`src/rtl/keccak_pkg.sv`:
```
// keccak_pkg
//   Shared constants and types for the Keccak message-side path.
//   - SHAKE_DS_BYTE : domain-separation byte placed right after the message
//   - PAD_LAST_BYTE : final pad10*1 bit, lives in the last byte of a rate block
//   - RATE_SHAKE128 / RATE_SHAKE256 : supported rates in bits
//   - padder_state_t : keccak_padder FSM states
package keccak_pkg;

    localparam logic [7:0] SHAKE_DS_BYTE = 8'h1F;
    localparam logic [7:0] PAD_LAST_BYTE = 8'h80;

    localparam int RATE_SHAKE128 = 1344;
    localparam int RATE_SHAKE256 = 1088;

    typedef enum logic [1:0] {
        IDLE,
        ABSORB,
        ZFILL,
        LAST
    } padder_state_t;

endpackage

```
`src/rtl/pad_word_builder.sv`:
```
// pad_word_builder
//   Combinational builder for the word that carries the end of the message.
//   Bytes below n come from the message, byte n is the domain byte, the rest
//   are zero; when the word closes a rate block the final pad bit is OR-ed
//   into the top byte (so n = NB-1 at a block end yields 0x9F on top).
//   Ports:
//     data_i      : message word (little-endian bytes)
//     n_i         : number of valid message bytes in data_i (0..NB-1)
//     block_end_i : this word is the last word of the rate block
//     word_o      : padded word
module pad_word_builder
    import keccak_pkg::*;
#(
    parameter int W = 64
) (
    input  logic [W-1:0]             data_i,
    input  logic [$clog2(W/8)-1:0]   n_i,
    input  logic                     block_end_i,
    output logic [W-1:0]             word_o
);

    localparam int NB = W / 8;

    genvar gi;
    generate
        for (gi = 0; gi < NB; gi++) begin : g_byte
            logic [7:0] base;

            // Compare in int so the top byte's "always false" test does not
            // collapse into a constant-range comparison.
            always_comb begin
                if (gi < int'(n_i)) begin
                    base = data_i[8*gi +: 8];
                end else if (gi == int'(n_i)) begin
                    base = SHAKE_DS_BYTE;
                end else begin
                    base = 8'h00;
                end
            end

            if (gi == NB - 1) begin : g_top
                assign word_o[8*gi +: 8] = base | (block_end_i ? PAD_LAST_BYTE : 8'h00);
            end else begin : g_low
                assign word_o[8*gi +: 8] = base;
            end
        end
    endgenerate

endmodule

```
`src/rtl/keccak_padder.sv`:
```
// keccak_padder
//   Message-side stage in front of the Keccak absorb datapath. Forwards
//   message words, appends SHAKE domain byte + pad10*1 and zero-fills to a
//   whole number of rate blocks.
//   Ports:
//     clk, rst        : clock, synchronous active-high reset
//     start           : begin a message (honoured only in IDLE)
//     block_size      : rate in bits, latched on start
//     remaining_bits  : message bits still to consume (from the size counter)
//     count_en        : steps the size counter; high in the same cycle as an
//                       input accept so the counter is current next cycle
//     in_valid/in_data/in_ready      : message word input handshake
//     out_valid/out_data/out_ready   : padded word output handshake
//     out_block_end   : output word closes a rate block
//     out_msg_end     : output word is the final word of the message
//     busy            : start until the final word is handed off
module keccak_padder
    import keccak_pkg::*;
#(
    parameter int W         = 64,
    parameter int CNT_WIDTH = 32,
    parameter int RATE_MAX  = RATE_SHAKE128
) (
    input  logic                 clk,
    input  logic                 rst,
    input  logic                 start,
    input  logic [10:0]          block_size,
    input  logic [CNT_WIDTH-1:0] remaining_bits,
    output logic                 count_en,
    input  logic                 in_valid,
    input  logic [W-1:0]         in_data,
    output logic                 in_ready,
    output logic                 out_valid,
    output logic [W-1:0]         out_data,
    output logic                 out_block_end,
    output logic                 out_msg_end,
    input  logic                 out_ready,
    output logic                 busy
);

    localparam int NB    = W / 8;
    localparam int NW    = $clog2(NB);
    localparam int IDX_W = $clog2(RATE_MAX / W + 1);

    padder_state_t    state_q;
    logic             out_valid_q;
    logic [W-1:0]     out_data_q;
    logic             out_block_end_q;
    logic             out_msg_end_q;
    logic             busy_q;
    logic [IDX_W-1:0] word_idx_q;
    logic [IDX_W-1:0] wpb_q;

    logic             load_ok;
    logic             full_word;
    logic             block_end;
    logic [NW-1:0]    tail_bytes;
    logic [W-1:0]     pad_word;
    logic             in_ready_d;
    logic             load_d;
    logic             load_final_d;
    logic [W-1:0]     load_data_d;

    // The single output slot may be refilled when it is empty or being
    // drained this very cycle.
    assign load_ok    = !out_valid_q || out_ready;
    assign full_word  = remaining_bits >= CNT_WIDTH'(W);
    assign tail_bytes = NW'(remaining_bits >> 3);
    assign block_end  = (word_idx_q == wpb_q - IDX_W'(1));

    pad_word_builder #(
        .W (W)
    ) u_pad_word_builder (
        .data_i      (in_data),
        .n_i         (tail_bytes),
        .block_end_i (block_end),
        .word_o      (pad_word)
    );

    always_comb begin
        in_ready_d   = 1'b0;
        load_d       = 1'b0;
        load_final_d = 1'b0;
        load_data_d  = '0;
        case (state_q)
            ABSORB: begin
                if (full_word) begin
                    // A word of exactly W bits is plain pass-through; the
                    // padding then starts in the following word.
                    in_ready_d  = load_ok;
                    load_d      = in_valid && load_ok;
                    load_data_d = in_data;
                end else if (tail_bytes != '0) begin
                    in_ready_d   = load_ok;
                    load_d       = in_valid && load_ok;
                    load_data_d  = pad_word;
                    load_final_d = block_end;
                end else begin
                    // Nothing left to consume: the pad word is generated
                    // without taking an input word.
                    load_d       = load_ok;
                    load_data_d  = pad_word;
                    load_final_d = block_end;
                end
            end
            ZFILL: begin
                load_d       = load_ok;
                load_data_d  = block_end ? {PAD_LAST_BYTE, {(W-8){1'b0}}} : '0;
                load_final_d = block_end;
            end
            default: begin
            end
        endcase
        // Reset must not let the size counter step on the reset edge.
        if (rst) begin
            in_ready_d = 1'b0;
            load_d     = 1'b0;
        end
    end

    assign in_ready = in_ready_d;
    assign count_en = in_ready_d && in_valid;

    always_ff @(posedge clk) begin
        if (rst) begin
            state_q         <= IDLE;
            out_valid_q     <= 1'b0;
            out_data_q      <= '0;
            out_block_end_q <= 1'b0;
            out_msg_end_q   <= 1'b0;
            busy_q          <= 1'b0;
            word_idx_q      <= '0;
            wpb_q           <= '0;
        end else begin
            case (state_q)
                IDLE: begin
                    if (start) begin
                        state_q    <= ABSORB;
                        busy_q     <= 1'b1;
                        word_idx_q <= '0;
                        wpb_q      <= IDX_W'(block_size >> $clog2(W));
                    end
                end
                ABSORB: begin
                    // Leaving ABSORB only when the word holding the domain
                    // byte has been loaded.
                    if (load_d && !full_word) begin
                        state_q <= block_end ? LAST : ZFILL;
                    end
                end
                ZFILL: begin
                    if (load_d && block_end) begin
                        state_q <= LAST;
                    end
                end
                LAST: begin
                    if (out_ready) begin
                        state_q <= IDLE;
                        busy_q  <= 1'b0;
                    end
                end
                default: state_q <= IDLE;
            endcase

            if (load_d) begin
                out_valid_q     <= 1'b1;
                out_data_q      <= load_data_d;
                out_block_end_q <= block_end;
                out_msg_end_q   <= load_final_d;
                word_idx_q      <= block_end ? '0 : word_idx_q + IDX_W'(1);
            end else if (out_ready) begin
                out_valid_q     <= 1'b0;
                out_block_end_q <= 1'b0;
                out_msg_end_q   <= 1'b0;
            end
        end
    end

    assign out_valid     = out_valid_q;
    assign out_data      = out_data_q;
    assign out_block_end = out_block_end_q;
    assign out_msg_end   = out_msg_end_q;
    assign busy          = busy_q;

endmodule

```
`config.mk`:
```
export PLATFORM = sky130hd
export DESIGN_NAME = keccak_padder
export DESIGN_NICKNAME = d
export VERILOG_FILES = /design/src/rtl/keccak_pkg.sv /design/src/rtl/pad_word_builder.sv /design/src/rtl/keccak_padder.sv
export SDC_FILE = /design/constraint.sdc
export NUM_CORES = 1
export LEC_CHECK = 0
export CORE_MARGIN = 5
export CORE_UTILIZATION = 35
export DETAILED_ROUTE_END_ITERATION = 16
export GPL_ROUTABILITY_DRIVEN = 1
export PLACE_DENSITY_LB_ADDON = 0.15
export SYNTH_ARGS = -nofsm -noshare
export SYNTH_HDL_FRONTEND = slang
export SYNTH_HIERARCHICAL = 1
export SYNTH_SLANG_ARGS = --single-unit
```
`constraint.sdc`:
```
create_clock -name clk -period 3.5 [get_ports clk]
set_clock_uncertainty 0.15 [all_clocks]
set_input_delay 0.7 -clock clk [delete_from_list [all_inputs] [get_ports clk]]
set_output_delay 0.7 -clock clk [all_outputs]
set_load 0.02 [all_outputs]
```
==> impl_metrics.tcl <==
set metrics [dict create \
    cts_root_buffer "clkbuf_16" \
    synth_top_family_by_area "simple AND/OR/NAND/NOR gates" \
    grt_pass1_vias 4714 \
    finalNonFillerCells 909 \
    netSwitchingFraction 0.314 \
    synth_fa_ha_area_frac 0.0185 \
    setup_viol 0 \
    initialDrtViolationCount 231 \
    synthXorXnorAreaFrac 0.0148 \
    pre_cts_ws_ns -0.435 \
    setup_tns_ns 0 \
    p_leak_nw 2.48 \
    die_area_um2 16000 \
    drc 0 \
    syn_area_um2 4740 \
    hold_viol_final 0 \
    grt_pass1_wl_um 23900 \
    maxCapViolCount 0 \
    r2r_end "state_q[0]" \
    placed_cell_area_um2 6530 \
    grt_use_total 0.182 \
    seq_area_um2 1600 \
    post_drt_wl_per_cell_um 16.3 \
    reg2regPathDepth 7 \
    power.total_w 0.00279 \
    yosysWarningCount 6 \
    area_delta_synth_final_pct 45.3 \
    multiInputGateArea_um2 2810 \
    critPathKind "in -> out" \
    synth_mux_area_frac 0.154 \
    htreeDepth 3 \
    min_to "out_data[51]" \
    cp.required_ns 2.65 \
    max_freq_mhz 291 \
    syn_inst 586 \
    hp-class "reg -> reg" \
    synth_simple_gate_area_frac 0.251 \
    post-place-cells 894 \
    die_h_um 126 \
    min_period_over_period 0.981 \
    clock_path_buffers 2 \
    routed_wl_um 14800 \
    drtAntennaViolNets 0 \
    cts_buffers 9 \
    worstMarginPinSlew_ns 0.891 \
    core_um2 13200 \
    fin_ws_ns 0.0649 \
    num_vias 4662 \
    hp-start "out_data[51]" \
    grt_max_degree 81 \
    gp_congestion 0.794 \
    hold_depth 2 \
    antenna_cells 0 \
    period_minus_slack_ns 3.44 \
    synth-compound-area-share 0.143 \
    fin_area_um2 6890 \
    cts_tree "built" \
    power_frac_seq 0.357 \
    vias_per_cell 5.13 \
    power.density_nw_per_um2 405 \
    p_int_w 0.00191 \
    synth_flop_cell "dfxtp_1" \
    grt.overflow.total 0 \
    path_max_fanout 2 \
    synth_edf_count 0 \
    power_frac_clock 0.350 \
    rows 42 \
    critPathLaunchType "input port" \
    r2r_slack_ns 0.83 \
    drive_gt1_frac 0.160 \
    initial_core_util 0.358 \
    critPathCaptureType "output pin" \
    slew-limit-headroom 0.406 \
    firstDrtPassIters 4 \
    boundaryPins 182 \
    peakVddDrop_mv 0.234 \
    fillers 1318 \
    antenna_found_initial 0 \
    clock_latency_ns 0.34 \
    slew_viol_final 0 \
    synth.distinct_cells 50 \
    die_x_um 126 \
    portBuffers 172 \
    path_clk_slew_ns 0.06 \
    rsz0062_at_grt "false" \
    p_sw_w 0.000877 \
    comb_power_share 0.293 \
    yosysSeqAreaShare 0.338 \
    cts.sinks 80 \
    syn-mean-instance-area_um2 8.09 \
    cts_hold_buf 0 \
    hpwl_um 10100 \
    status "finished, final reports clean" \
    cp_data_arrival_time_ns 2.59 \
    ys_ff_latch 80 \
    fin_nets 848 \
    reg2reg_from "state_q[1]" \
    synthArstFlopShare 0 \
]
-- worst max path at each step --
stage	from	to	slack, ns	cells past startpoint
5_1_grt	remaining_bits[3]	count_en	0.01	7
2_1_floorplan	remaining_bits[27]	count_en	0.41	5
4_1_cts	remaining_bits[27]	count_en	0.006	7
6_report	remaining_bits[3]	count_en	0.06	7
3_5_place_dp	remaining_bits[27]	count_en	-0.43	7
3_3_place_gp	remaining_bits[27]	count_en	-0.42	7
-- Yosys cell counts, drive strengths merged (8+ instances only) --
cell type / count / area share
nand2: 96 / 0.076
a21oi: 80 / 0.084
dfxtp: 80 / 0.34
nand3: 68 / 0.072
mux2: 64 / 0.15
buf: 36 / 0.055
clkbuf: 19 / 0.015
nor2: 14 / 0.011
inv: 13 / 0.010
and2: 12 / 0.016
o21a: 11 / 0.017
nor2b: 8 / 0.011
-- cell families (layout without fill, tap and decap cells) --
group / count (synthesis) / count (layout)
AO/OA/AOI/OAI: 116 / 116
XOR/XNOR: 8 / 8
adder cells (fa/ha/maj): 7 / 7
buffers and inverters: 68 / 214
flip-flops: 80 / 80
multiplexers: 65 / 65
other: 1 / 2
AND/OR/NAND/NOR: 241 / 241
-- cell usage in the layout, fill, tap and decap left out, types with 2 or more instances in the layout --
| master | instances |
|---|---|
| or2_2 | 6 |
| clkdlybuf4s50_1 | 163 |
| nand3b_1 | 3 |
| dlymetal6s2s_1 | 5 |
| nor4b_1 | 3 |
| and3_1 | 7 |
| clkbuf_8 | 3 |
| nor2_1 | 13 |
| or3_1 | 3 |
| a21o_1 | 5 |
| or4_4 | 3 |
| a21oi_1 | 80 |
| o21a_1 | 11 |
| xor2_1 | 5 |
| a21boi_1 | 5 |
| nor3_2 | 3 |
| a221oi_1 | 3 |
| mux2_2 | 64 |
| dfxtp_1 | 80 |
| clkinv_2 | 2 |
| nand2_1 | 95 |
| o211a_1 | 2 |
| nor4_1 | 3 |
| inv_1 | 13 |
| xnor2_1 | 3 |
| and2_1 | 11 |
| buf_4 | 9 |
| ha_1 | 6 |
| conb_1 | 2 |
| nand3_1 | 68 |
| buf_12 | 5 |
| nor3_1 | 3 |
| nor2b_1 | 7 |
| clkbuf_16 | 9 |
-- timing repair --
item,4_1_cts,5_1_grt
pin swaps,5,6
endpoints found under the setup margin,2,2
cloned,0,0
buffers inserted,0,0
resized for setup,17,6
hold endpoints to repair,0,0
-- final cells by class --
| type | count | share of cell area |
|---|---|---|
| Tap cell | 176 | 0.0320 |
| Clock buffer | 12 | 0.0387 |
| Timing Repair Buffer | 186 | 0.276 |
| Multi-Input combinational cell | 439 | 0.408 |
| Clock inverter | 3 | 0.00581 |
| Sequential cell | 80 | 0.233 |
| Inverter | 13 | 0.00709 |
-- routing by layer --
metal | vias up | routed length [µm] | track usage
met2 | 120 | 7440 | 0.321
met4 | 0 | 333 | 0.0650
met3 | 25 | 981 | 0.0597
li1 | 2319 | - | -
met1 | 2198 | 6040 | 0.206
met5 | - | 0 | 0
-- power groups by stage --
stage               Sequential (W)  Combinational [W]  Clock (W)
finish                    0.000996           0.000818   0.000977
global route               0.00100           0.000896    0.00104
CTS                       0.000996           0.000821    0.00101
detailed placement         0.00102           0.000817          0
global placement           0.00101           0.000799          0
floorplan                  0.00103           0.000500          0
-- worst max-delay path, stage by stage --
cell and delay [ns]:
clkdlybuf4s50_1 0.41, or3_1 0.46, or4_4 0.53, nor2_4 0.12
nor4b_4 0.06, and2_1 0.18, buf_6 0.13
-- through the flow --
| step | hold slack, ns | utilization |
|---|---|---|
| detailed placement | 0.295 | 0.493 |
| global placement | 0.289 | 0.493 |
| global route | 0.318 | 0.520 |
| CTS | 0.302 | 0.518 |
| finish | 0.300 | 0.520 |
| floorplan | 0.299 | - |
-- registers in the layout (all words and copies together) (netlist names) --
register       cells
out_valid          1
wpb_q              5
out_data          64
out_block_end      1
out_msg_end        1
state_q            2
busy               1
word_idx_q         5
Power figures use the tool's default switching activity.
